===== src/rtl/au_gray2bin_seq_pkg.sv =====
// Shared types and elaboration helpers for the multi-cycle Gray-to-binary sequencer.
package au_gray2bin_seq_pkg;

   typedef enum logic [1:0] {
      IDLE = 2'd0,
      BUSY = 2'd1,
      DONE = 2'd2
   } state_t;

   function automatic int nstep(input int width, input int chunk);
      return (width + chunk - 1) / chunk;
   endfunction

   function automatic int clog2(input int value);
      int r;
      r = 0;
      for (int i = 0; i < 32; i++) begin
         if ((1 << r) < value) begin
            r = r + 1;
         end else begin
            r = r;
         end
      end
      return r;
   endfunction

endpackage


===== src/rtl/au_gray2bin_seq_if.sv =====
// Input and output valid/ready channels of the Gray-to-binary sequencer.
interface au_gray2bin_seq_if #(
   parameter int WIDTH = 32
) ();
   logic             in_valid;
   logic             in_ready;
   logic [WIDTH-1:0] g;
   logic             out_valid;
   logic             out_ready;
   logic [WIDTH-1:0] b;

   modport master (
      output in_valid, g, out_ready,
      input  in_ready, out_valid, b
   );

   modport slave (
      input  in_valid, g, out_ready,
      output in_ready, out_valid, b
   );
endinterface


===== src/rtl/au_gray2bin_slice.sv =====
// Combinational CHUNK-bit Gray-to-binary slice seeded with the carry from the chunk above.
// ARCH selects the prefix-XOR structure: 0 ripple, 1 log-depth tree, 2 sparse (pairwise) tree.
module au_gray2bin_slice
   import au_gray2bin_seq_pkg::*;
#(
   parameter int CHUNK = 8,
   parameter int ARCH  = 0
) (
   input  logic [CHUNK-1:0] g,
   input  logic             carry_in,
   output logic [CHUNK-1:0] b,
   output logic             carry_out
);
   localparam int LV = clog2(CHUNK);

   // x_s and y_s are MSB-first: position r holds chunk bit CHUNK-1-r
   logic [CHUNK-1:0] x_s;
   logic [CHUNK-1:0] y_s;

   // Reorder MSB-first and fold the incoming carry into the leading bit
   always_comb begin
      x_s = {CHUNK{1'b0}};
      for (int r = 0; r < CHUNK; r++) begin
         x_s[r] = g[CHUNK-1-r];
      end
      x_s[0] = g[CHUNK-1] ^ carry_in;
   end

   generate
      if (ARCH == 1) begin : g_tree
         // Log-depth prefix XOR: each level folds in the partial sum 2^l positions earlier
         always_comb begin
            y_s = x_s;
            for (int l = 0; l < LV; l++) begin
               y_s = y_s ^ (y_s << (1 << l));
            end
         end
      end else if (ARCH == 2) begin : g_sparse
         logic pair_acc_s;
         // Prefix carried only across bit pairs; the even positions are filled in locally
         always_comb begin
            y_s        = {CHUNK{1'b0}};
            pair_acc_s = 1'b0;
            for (int k = 0; k < CHUNK / 2; k++) begin
               y_s[2*k]   = pair_acc_s ^ x_s[2*k];
               pair_acc_s = pair_acc_s ^ x_s[2*k] ^ x_s[2*k+1];
               y_s[2*k+1] = pair_acc_s;
            end
            if ((CHUNK % 2) == 1) begin
               y_s[CHUNK-1] = pair_acc_s ^ x_s[CHUNK-1];
            end else begin
               y_s[CHUNK-1] = y_s[CHUNK-1];
            end
         end
      end else begin : g_ripple
         // Linear prefix XOR chain
         always_comb begin
            y_s = x_s;
            for (int r = 1; r < CHUNK; r++) begin
               y_s[r] = y_s[r-1] ^ x_s[r];
            end
         end
      end
   endgenerate

   // Restore LSB-first bit order for the output chunk
   always_comb begin
      b = {CHUNK{1'b0}};
      for (int r = 0; r < CHUNK; r++) begin
         b[CHUNK-1-r] = y_s[r];
      end
   end

   assign carry_out = b[0];

endmodule


===== src/rtl/au_gray2bin_seq.sv =====
// Multi-cycle Gray-to-binary converter: one WIDTH-bit word, MSB chunk first, CHUNK bits per clock.
// Optional macro AU_GRAY2BIN_SEQ_ABORT_EN adds an abort input that cancels a word in BUSY or DONE.
module au_gray2bin_seq
   import au_gray2bin_seq_pkg::*;
#(
   parameter int WIDTH = 32,
   parameter int CHUNK = 8,
   parameter int ARCH  = 0
) (
   input  logic clk,
   input  logic rst,
`ifdef AU_GRAY2BIN_SEQ_ABORT_EN
   input  logic abort,
`endif
   au_gray2bin_seq_if.slave bus
);
   localparam int NSTEP  = nstep(WIDTH, CHUNK);
   localparam int PW     = NSTEP * CHUNK;
   localparam int STEP_W = (NSTEP > 1) ? clog2(NSTEP) : 1;
   localparam logic [STEP_W-1:0] LAST_STEP = STEP_W'(NSTEP - 1);

   generate
      if (WIDTH < 1 || CHUNK < 1 || CHUNK > WIDTH || ARCH < 0 || ARCH > 2) begin : g_bad_param
         $fatal(1, "au_gray2bin_seq: illegal parameters WIDTH=%0d CHUNK=%0d ARCH=%0d", WIDTH, CHUNK, ARCH);
      end
   endgenerate

   state_t            state_r;
   logic [STEP_W-1:0] step_r;
   logic              carry_r;
   logic [PW-1:0]     gpad_r;
   logic [PW-1:0]     result_r;
   logic [PW-1:0]     result_nxt_s;
   logic [CHUNK-1:0]  chunk_g_s;
   logic [CHUNK-1:0]  chunk_b_s;
   logic              carry_out_s;

   // Step k works on chunk NSTEP-1-k: pick its Gray bits and merge its binary bits into the result
   always_comb begin
      chunk_g_s    = {CHUNK{1'b0}};
      result_nxt_s = result_r;
      for (int j = 0; j < NSTEP; j++) begin
         if (step_r == STEP_W'(NSTEP - 1 - j)) begin
            chunk_g_s                        = gpad_r[j*CHUNK +: CHUNK];
            result_nxt_s[j*CHUNK +: CHUNK]   = chunk_b_s;
         end else begin
            chunk_g_s    = chunk_g_s;
            result_nxt_s = result_nxt_s;
         end
      end
   end

   au_gray2bin_slice #(
      .CHUNK (CHUNK),
      .ARCH  (ARCH)
   ) u_slice (
      .g         (chunk_g_s),
      .carry_in  (carry_r),
      .b         (chunk_b_s),
      .carry_out (carry_out_s)
   );

   // Sequencer FSM with result, carry and step registers
   always_ff @(posedge clk) begin
      if (rst) begin
         state_r  <= IDLE;
         step_r   <= {STEP_W{1'b0}};
         carry_r  <= 1'b0;
         gpad_r   <= {PW{1'b0}};
         result_r <= {PW{1'b0}};
      end else begin
         case (state_r)
            IDLE: begin
               if (bus.in_valid) begin
                  gpad_r   <= PW'(bus.g);
                  result_r <= {PW{1'b0}};
                  step_r   <= {STEP_W{1'b0}};
                  carry_r  <= 1'b0;
                  state_r  <= BUSY;
               end else begin
                  state_r  <= IDLE;
               end
            end
            BUSY: begin
`ifdef AU_GRAY2BIN_SEQ_ABORT_EN
               if (abort) begin
                  result_r <= {PW{1'b0}};
                  carry_r  <= 1'b0;
                  step_r   <= {STEP_W{1'b0}};
                  state_r  <= IDLE;
               end else
`endif
               begin
                  result_r <= result_nxt_s;
                  carry_r  <= carry_out_s;
                  if (step_r == LAST_STEP) begin
                     step_r  <= {STEP_W{1'b0}};
                     state_r <= DONE;
                  end else begin
                     step_r  <= step_r + STEP_W'(1);
                     state_r <= BUSY;
                  end
               end
            end
            DONE: begin
`ifdef AU_GRAY2BIN_SEQ_ABORT_EN
               if (abort) begin
                  result_r <= {PW{1'b0}};
                  carry_r  <= 1'b0;
                  state_r  <= IDLE;
               end else
`endif
               if (bus.out_ready) begin
                  state_r <= IDLE;
               end else begin
                  state_r <= DONE;
               end
            end
            default: begin
               state_r <= IDLE;
            end
         endcase
      end
   end

   assign bus.in_ready  = (state_r == IDLE) && !rst;
   assign bus.out_valid = (state_r == DONE);
   assign bus.b         = result_r[WIDTH-1:0];

   generate
      if (PW > WIDTH) begin : g_pad
         logic unused_pad_s;
         assign unused_pad_s = ^result_r[PW-1:WIDTH];
      end
   endgenerate

endmodule

===== src/flat_wrapper.sv =====
// flat-port wrapper written by rule: the top's interface ports become plain ports
module au_gray2bin_seq_flat import au_gray2bin_seq_pkg::*;
#(
   parameter int WIDTH = 32,
   parameter int CHUNK = 8,
   parameter int ARCH  = 0
)
  (clk, rst, bus_in_valid, bus_g, bus_out_ready, bus_in_ready, bus_out_valid, bus_b);
  au_gray2bin_seq_if #(.WIDTH(WIDTH)) bus_i ();
  input  logic clk;
  input  logic rst;
  input wire logic [$bits(bus_i.in_valid)-1:0] bus_in_valid;
  input wire logic [$bits(bus_i.g)-1:0] bus_g;
  input wire logic [$bits(bus_i.out_ready)-1:0] bus_out_ready;
  output wire logic [$bits(bus_i.in_ready)-1:0] bus_in_ready;
  output wire logic [$bits(bus_i.out_valid)-1:0] bus_out_valid;
  output wire logic [$bits(bus_i.b)-1:0] bus_b;
  assign bus_i.in_valid = bus_in_valid;
  assign bus_i.g = bus_g;
  assign bus_i.out_ready = bus_out_ready;
  assign bus_in_ready = bus_i.in_ready;
  assign bus_out_valid = bus_i.out_valid;
  assign bus_b = bus_i.b;
  au_gray2bin_seq #(.WIDTH(WIDTH), .CHUNK(CHUNK), .ARCH(ARCH)) u_core (.clk(clk), .rst(rst), .bus(bus_i));
endmodule

===== config.mk =====
export PLATFORM = sky130hd
export DESIGN_NAME = au_gray2bin_seq_flat
export DESIGN_NICKNAME = d
export VERILOG_FILES = /design/src/rtl/au_gray2bin_seq_pkg.sv /design/src/rtl/au_gray2bin_seq_if.sv /design/src/rtl/au_gray2bin_slice.sv /design/src/rtl/au_gray2bin_seq.sv /design/src/flat_wrapper.sv
export SDC_FILE = /design/constraint.sdc
export NUM_CORES = 1
export LEC_CHECK = 0
export BUFFER_PORTS_ARGS = -buffer_cell sky130_fd_sc_hd__buf_2
export CORE_MARGIN = 5
export CORE_UTILIZATION = 50
export DETAILED_ROUTE_END_ITERATION = 7
export PLACE_DENSITY = 0.79
export SYNTH_ARGS = -nofsm -noshare
export SYNTH_HDL_FRONTEND = slang
export SYNTH_SLANG_ARGS = --single-unit
export TNS_END_PERCENT = 5

===== constraint.sdc =====
create_clock -name clk -period 7 [get_ports clk]
set_input_delay 1.05 -clock clk [delete_from_list [all_inputs] [get_ports clk]]
set_output_delay 1.05 -clock clk [all_outputs]
set_load 0.005 [all_outputs]

Word level (Yosys, flattened, before mapping)
Index checks and enable logic that the tools add are counted.

storage, ports and cells
  bits in registers = 69
  output and inout bits = 34

operators by class
  bitwise gates (word level) = 8
  eq/ne operators = 10
  reduce and logical (&&, ||, !) cells = 11
  muxes and demuxes = 19
  $add $sub $neg = 1

operators with widths
  operator                                        count
  two-way mux 8 bit                               8
  one-hot mux 32 bit (2 select lines)             1
  two-way mux 32 bit                              1
  AND reduction 3 bit                             4
  two-way mux 2 bit                               4
  != test 2 x 1 -> 1 bit (second input constant)  4
  bitwise XOR 1 bit                               8
  == test 2 bit (second input constant)           3
  one-hot mux 2 bit (3 select lines)              1
  == test 2 x 1 -> 1 bit (second input constant)  2
  zero test 2 bit                                 2
  one-hot mux 2 bit (2 select lines)              1
  AND reduction 2 bit                             2
  adder 2 x 1 -> 2 bit (second input constant)    1
  two-way mux 1 bit                               2
  != test 2 bit (second input constant)           1
  one-hot mux 1 bit (2 select lines)              1
  nonzero test 2 bit                              1
  logical AND 1 bit                               1
  zero test 1 bit                                 1

Depth between registers and ports, before layout
Gate-level depths: netlist of the first run.

  depth in word-level cells = 15
  depth in mapped cells = 10
  gate-level depth less buffers = 9

Cells and area by module
Synthesis of the first run repeated with hierarchy kept, for this count alone.

unflattened totals
  cell total of the unflattened synthesis = 324
  area, all modules = 2980.4 um2

modules (own cells, without submodules)
  module             area each (um2)  sequential area each (um2)  times used  cells an instance
  au_gray2bin_seq    2824.0           1381.3                      1           309
  au_gray2bin_slice  156.4            0.0                         1           15

Worst setup path after synthesis of the first run
Ideal clock, no wire load.

  path kind = input to output
  start = input rst
  end = output bus_in_ready
  setup slack = 4.297 ns
  arrival = 1.653 ns
  cell stages on the path = 3
  required time = 5.950 ns
  cells stage by stage = clkbuf_1 > clkbuf_1 > nor3_1

between the ends
  longest elaborated chain between the ends = 2

RTL lines
  what               RTL line                source
  from (decl)        flat_wrapper.sv:11      input logic rst;
  zero test 1 bit    au_gray2bin_seq.sv:126  assign bus.in_ready = (state_r == IDLE) && !rst;
  logical AND 1 bit  au_gray2bin_seq.sv:126
  to (decl)          flat_wrapper.sv:15      output wire logic [$bits(bus_i.in_ready)-1:0] bus_in_ready;

No other way between the ends.

Worst setup path in the final report of the first run
  start = register u_core.step_r[0]
  end = register u_core.result_r[0] (netlist: u_core.bus.b[0])

between the ends
  longest elaborated chain between the ends = 15
  elaborated cells on any way between the ends = 20
  those cells by class = eq/ne: 4; mux: 6; bitwise: 8; reduce/logical: 2

RTL lines
  what                                 RTL line                 source
  from (decl)                          au_gray2bin_seq.sv:29    logic [STEP_W-1:0] step_r;
  from (signal assigned)               au_gray2bin_seq.sv:67    step_r <= {STEP_W{1'b0}};
  from (signal assigned)               au_gray2bin_seq.sv:77    step_r <= {STEP_W{1'b0}};
  from (signal assigned)               au_gray2bin_seq.sv:97    step_r <= {STEP_W{1'b0}};
  == test 2 bit                        au_gray2bin_seq.sv:43    if (step_r == STEP_W'(NSTEP - 1 - j)) begin
  two-way mux 8 bit (4 in series)      au_gray2bin_seq.sv:43
  bitwise XOR 1 bit                    au_gray2bin_slice.sv:26  x_s[0] = g[CHUNK-1] ^ carry_in;
  bitwise XOR 1 bit (7 in series)      au_gray2bin_slice.sv:60  y_s[r] = y_s[r-1] ^ x_s[r];
  two-way mux 8 bit                    au_gray2bin_seq.sv:43
  one-hot mux 32 bit (2 select lines)  au_gray2bin_seq.sv:72    case (state_r)
  to (signal assigned)                 au_gray2bin_seq.sv:70    result_r <= {PW{1'b0}};
  to (signal assigned)                 au_gray2bin_seq.sv:76    result_r <= {PW{1'b0}};
  to (signal assigned)                 au_gray2bin_seq.sv:94    result_r <= result_nxt_s;
  to (decl)                            au_gray2bin_seq.sv:32    logic [PW-1:0] result_r;

Several ways; a longest one is shown, not always the timed one. The select of a mux whose other input is x is not followed.
A chain may end at the register's enable or synchronous reset.

==> flow_metrics.env, run 1 <==
export IMPL_r2r_cells=9
export IMPL_port_buffers=69
export IMPL_synth_nets=389
export IMPL_grt_pass1_wl_mm=10.8
export IMPL_use_met1_pct=24.2
export IMPL_fin_crit_ns=3.22
export IMPL_drc=0
export IMPL_cp_num_cells=9
export IMPL_wl_mm=6.69
export IMPL_cts_buffers=9
export IMPL_seq_power_share_pct=41.6
export IMPL_synthDistinctLibCells=37
export IMPL_synth_top_area_share_pct=47.2
export IMPL_grtUsageMet3_pct=3.42
export IMPL_synth_seq_cells=69
export IMPL_cp_end_kind="register"
export IMPL_drt_pass1_iter_count=4
export IMPL_regArea_mm2=0.00138
export IMPL_p_int_w=0.000742
export IMPL_synthArstFlopShare_pct=0
export IMPL_postCtsSetupRepairBufs=0
export IMPL_p_sw_share_pct=28.1
export IMPL_grt_max_degree=64
export IMPL_p_switching_w=0.000291
export IMPL_routedWlPerCell_um=13.8
export IMPL_cp_slowest_stage_delay_ns=0.53
export IMPL_io_pins=70
export IMPL_rsz0062_at_grt="no"
export IMPL_cts_root_buf="clkbuf_8"
export IMPL_cp_arrival_ns=3.51
export IMPL_synth_common_cells="nand2_1, dfxtp_1, a21oi_1, nor2_1, clkbuf_1"
export IMPL_gr_usage_met2_pct=28.6
export IMPL_drtAntennaViolNets=0
export IMPL_slew_headroom_pct=25.1
export IMPL_drtIter0Drc=168
export IMPL_worstSkewPairLatency_ns=0.34
export IMPL_cp_start_kind="register"
export IMPL_status="complete, no violations"
export IMPL_final_nets=447
export IMPL_setup_viol=0
export IMPL_path_common_cell="xnor2_2"
export IMPL_syn_area_mm2=0.00293
export IMPL_busiest_layer="met2"
export IMPL_first_global_vias=2328
export IMPL_peakVddDrop_v=0.000156
export IMPL_num_vias=2513
export IMPL_pwr_share_clk_pct=37.9
export IMPL_dieArea_mm2=0.00749
export IMPL_yosysWarnings=0
export IMPL_tightest_slew_ns=1.12
export IMPL_path_clk_slew_ns=0.07
export IMPL_synth_ff_type="dfxtp_1"
export IMPL_synth_seq_area_share_pct=47.2
export IMPL_max_freq_ghz=0.310
export IMPL_fillers=496
export IMPL_cts_repair_resize_count=0
export IMPL_yosysMostFrequentCell="nand2_1"
export IMPL_drive_gt1_share_pct=23.1
export IMPL_hp_class="reg2reg"
export IMPL_power_density_mw_per_mm2=294
export IMPL_drv_cap=0
export IMPL_start_util_pct=52.2
export IMPL_hold_depth=2
export IMPL_cp_required_ns=7.28
export IMPL_place_gp_congestion=0.818
export IMPL_syn_mean_instance_area_um2=8.39
export IMPL_fin_setup_tns_ns=0
export IMPL_multi_input_area_mm2=0.00141
export IMPL_hold_violations=0
export IMPL_gr_usage_all_layers_pct=18.1
export IMPL_dp_cells=468
export IMPL_post_dp_hpwl_mm=4.75
export IMPL_clockBufferDepth=2
export IMPL_cts_sinks=69
export IMPL_synth_top_area_cell="dfxtp_1"
export IMPL_rows=27
export IMPL_p_leak_nw=1.50
export IMPL_final_cell_area_mm2=0.00351
export IMPL_n_antenna_cell=0
export IMPL_dieHeight_um=86.5
export IMPL_cp_slowest_cell="ha_1"
export IMPL_overflow=0
export IMPL_path_max_fanout=18
export IMPL_vias_per_cell=5.19
export IMPL_dpl_instance_area_mm2=0.00327
export IMPL_yosys_top_cells_area="dfxtp_1, nand2_1, a21oi_1"
export IMPL_area_delta_synth_final_pct=20.0
export IMPL_cts_tree="built"
export IMPL_clock_skew_ns=0.00634
export IMPL_antenna_found_initial=0
export IMPL_ctsHoldBuffers=0
export IMPL_worstSetupPathType="reg2reg"
export IMPL_slew_viol_final=0
export IMPL_synth_edf_count=0
export IMPL_critPathBufInv=1
export IMPL_combPwrFrac_pct=20.5
export IMPL_htree_num_levels=3
export IMPL_fin_total_pwr_w=0.00103
export IMPL_syn_inst=349
export IMPL_die_w_um=86.5
export IMPL_finalCritPeriodShare_pct=46.1
export IMPL_crit_chain="inv_1, ha_1, nor2_1, a311oi_2, xor2_2, xnor2_2, xnor3_2, xnor2_2, a22o_1"
export IMPL_fin_cells=484
export IMPL_reg2reg_slack_ns=3.78
export IMPL_path_delay_family="XOR/XNOR gates"
export IMPL_core_area_mm2=0.00561
## power by group through the flow
stage	logic, W	registers (W)	clock network [W]
after global routing	0.000229	0.000433	0.000413
after global placement	0.000205	0.000438	0
after detailed placement	0.000211	0.000439	0
final	0.000211	0.000430	0.000392
after floorplan	0.000155	0.000436	0
after CTS	0.000213	0.000430	0.000397
## cells by family (layout without fill, tap and decap cells)
group | Yosys count | after routing | synth area share [%]
fa+ha+maj | 4 | 4 | 1.71
xor+xnor | 10 | 10 | 5.17
buf+inv | 31 | 94 | 4.57
flops | 69 | 69 | 47.2
simple gates | 141 | 141 | 20.8
compound gates | 94 | 94 | 20.6
## layout by cell type, fill, tap and decap left out, types with 9 or more instances in the layout
cell type,synthesis,routed
a21oi_1,43,43
a22o_1,12,12
a22oi_1,16,16
buf_2,2,69
clkbuf_8,0,10
dfxtp_1,69,69
nand2_1,87,87
nand2b_1,9,9
nor2_1,24,24
o21ai_0,9,9
## worst reg2reg max path, stage by stage (launching register included)
cell and delay [ns]:
dfxtp_1 0.35, inv_1 0.09, ha_1 0.53, nor2_1 0.20, a311oi_2 0.33, xor2_2 0.21
xnor2_2 0.49, xnor3_2 0.44, xnor2_2 0.34, a22o_1 0.20
## worst paths after layout
kind                                        from          endpoint
worst min-delay path            u_core.bus.b[12]  u_core.bus.b[12]
worst max-delay path            u_core.step_r[0]   u_core.bus.b[0]
worst min register to register  u_core.bus.b[12]  u_core.bus.b[12]
worst max register to register  u_core.step_r[0]   u_core.bus.b[0]
## cell type report
cell class | instances | area share, %
clock buffers | 10 | 3.92
clock inverters | 6 | 3.13
inverters | 8 | 0.854
multi-input cells | 249 | 40.2
flip-flops and latches | 69 | 39.3
well taps | 72 | 2.56
repair buffers | 70 | 10.0
## flip-flops by register name (all words and copies together) (netlist names)
| signal | cells |
|---|---|
| u_core.carry_r | 1 |
| u_core.state_r | 2 |
| u_core.bus.b | 32 |
| u_core.gpad_r | 32 |
| u_core.step_r | 2 |
## through the flow
| stage | util (%) | setup WS (ns) | hold slack [ns] |
|---|---|---|---|
| finish | 62.7 | 3.78 | 0.447 |
| global route | 62.7 | 3.61 | 0.474 |
| CTS | 62.7 | 3.79 | 0.449 |
| detailed placement | 58.3 | 3.81 | 0.438 |
| global placement | 58.3 | 3.87 | 0.438 |
| floorplan | - | 4.30 | 0.431 |
## routing by layer
| metal | routed length, µm | share of wire [%] |
|---|---|---|
| met5 | 0 | 0 |
| met4 | 135 | 2.0 |
| met3 | 346 | 5.2 |
| met2 | 3030 | 45 |
| met1 | 3170 | 47 |
Note: power is estimated with default switching activity, not from simulation.
==> inputs of run 2 (changes only) <==
==> constraint.sdc (replaced) <==
create_clock -name clk -period 3.1 [get_ports clk]
set_input_delay 0.465 -clock clk [delete_from_list [all_inputs] [get_ports clk]]
set_output_delay 0.465 -clock clk [all_outputs]
set_load 0.005 [all_outputs]
==> run 2 against run 1 <==
Effect of this change:
- clock power increased by 69%
- clock skew increased by 0.0013 ns
- fmax increased by 9.8%
- register-to-register slack got worse by 3.6 ns
- critical endpoint unchanged
- highest routed layer unchanged
==> flow_metrics.env, run 2 (synthesis gave the netlist of run 1 again) <==
export IMPL_n_antenna_cell=0
export IMPL_drc=0
export IMPL_wl_mm=6.84
export IMPL_io_pins=70
export IMPL_clock_skew_ns=0.00761
export IMPL_worstSetupPathType="reg2reg"
export IMPL_cts_tree="built"
export IMPL_area_delta_synth_final_pct=19.2
export IMPL_path_max_fanout=10
export IMPL_htree_num_levels=3
export IMPL_path_common_cell="xnor2_2"
export IMPL_hold_violations=0
export IMPL_dieArea_mm2=0.00749
export IMPL_tightest_slew_ns=1.07
export IMPL_num_vias=2560
export IMPL_dpl_instance_area_mm2=0.00331
export IMPL_cts_buffers=9
export IMPL_grt_pass1_wl_mm=11.2
export IMPL_finalCritPeriodShare_pct=94.7
export IMPL_start_util_pct=52.2
export IMPL_cp_slowest_stage_delay_ns=0.46
export IMPL_hold_slack_ns=0.352
export IMPL_vias_per_cell=5.24
export IMPL_status="complete, no violations"
export IMPL_drtIter0Drc=157
export IMPL_rows=27
export IMPL_crit_chain="inv_1, ha_1, nand3b_4, a311oi_2, xor2_2, xnor2_2, xnor3_2, xnor2_2, a22o_1"
export IMPL_max_freq_ghz=0.340
export IMPL_final_nets=453
export IMPL_slew_headroom_pct=28.3
export IMPL_overflow=0
export IMPL_cp_required_ns=3.39
export IMPL_drive_gt1_share_pct=23.5
export IMPL_layout_commonest_cell="nand2_1"
export IMPL_worst_slack_ns=0.163
export IMPL_cts_root_buf="clkbuf_8"
export IMPL_post_dp_hpwl_mm=4.99
export IMPL_path_clk_slew_ns=0.07
export IMPL_place_gp_congestion=0.830
export IMPL_postCtsSetupRepairBufs=0
export IMPL_rsz0062_at_grt="no"
export IMPL_setup_viol=0
export IMPL_worstSkewPairLatency_ns=0.35
export IMPL_drv_cap=0
export IMPL_ctsHoldBuffers=0
export IMPL_drt_pass1_iter_count=4
export IMPL_power_density_mw_per_mm2=607
export IMPL_clockBufferDepth=2
export IMPL_p_leak_nw=1.50
export IMPL_hp_class="in2reg"
export IMPL_final_cell_area_mm2=0.00349
export IMPL_routedWlPerCell_um=14.0
export IMPL_cts_repair_resize_count=0
export IMPL_pre_cts_slack_ns=0.166
export IMPL_cp_arrival_ns=3.23
export IMPL_antenna_found_initial=0
export IMPL_die_w_um=86.5
export IMPL_cts_sinks=69
export IMPL_gr_usage_all_layers_pct=19.1
export IMPL_fin_crit_ns=2.94
export IMPL_mostFrequentLayoutCells="nand2_1, buf_2, dfxtp_1"
export IMPL_cp_start_kind="register"
export IMPL_core_area_mm2=0.00561
export IMPL_first_global_vias=2411
export IMPL_port_buffers=69
export IMPL_cp_slowest_cell="xnor2_2"
export IMPL_drtAntennaViolNets=0
export IMPL_cp_end_kind="register"
export IMPL_dieHeight_um=86.5
export IMPL_peakVddDrop_v=0.000319
export IMPL_fin_setup_tns_ns=0
export IMPL_slew_viol_final=0
export IMPL_grt_max_degree=39
export IMPL_fillers=513
==> run 2: cell count changes in the layout (fill, tap and decap cells not counted) <==
cell        change
clkinvlp_4      -2
bufinv_16       -3
clkbuf_8        +2
buf_4           +6
clkbuf_1        +2
==> run 2: path summary, 6_finish.rpt <==
path / startpoint / to / slack [ns] / cells after the start
worst max-delay path: u_core.step_r[0] / u_core.bus.b[0] / 0.16 / 9
worst max register to register: u_core.step_r[0] / u_core.bus.b[0] / 0.16 / 9
worst min register to register: u_core.bus.b[12] / u_core.bus.b[12] / 0.45 / 2
worst min-delay path: bus_g[21] / u_core.gpad_r[21] / 0.35 / 3
==> run 2: routing by layer <==
layer / up-vias / GRT usage (%) / wire length [µm]
li1: 1303 / - / -
met1: 1174 / 24.4 / 3060
met2: 71 / 29.9 / 3190
met3: 12 / 4.09 / 455
met4: 0 / 10.6 / 129
met5: - / 0 / 0
==> run 2: cell type report <==
| type | instances | area, µm² | share of cell area [%] |
|---|---|---|---|
| clock buffers | 14 | 173 | 4.95 |
| clock inverters | 1 | 5.00 | 0.143 |
| inverters | 8 | 30.0 | 0.861 |
| multi-input cells | 249 | 1410 | 40.5 |
| flip-flops and latches | 69 | 1380 | 39.6 |
| well taps | 72 | 90.1 | 2.58 |
| repair buffers | 76 | 398 | 11.4 |
==> run 2: power breakdown <==
group          leakage (nW)  total [W]  internal [W]  switching, W
combinational         0.848   0.000484      0.000194      0.000289
clock                0.0926   0.000663      0.000351      0.000312
sequential            0.562   0.000973      0.000939     0.0000341
==> run 2: worst max-delay path, delay by kind of cell, from the launching register on <==
family | cells | cell delay, ns
xor+xnor | 4 | 1.37
compound gates | 2 | 0.52
flops | 1 | 0.40
fa+ha+maj | 1 | 0.31
simple gates | 1 | 0.19
buf+inv | 1 | 0.09
==> run 2: metrics by stage <==
step                      total power, W  std cells  util, %
after floorplan                  0.00133        349        -
after global placement           0.00146        474     59.1
after detailed placement         0.00148        474     59.1
after CTS                        0.00214        489     62.2
after global routing             0.00223        489     62.2
final                            0.00212        489     62.2
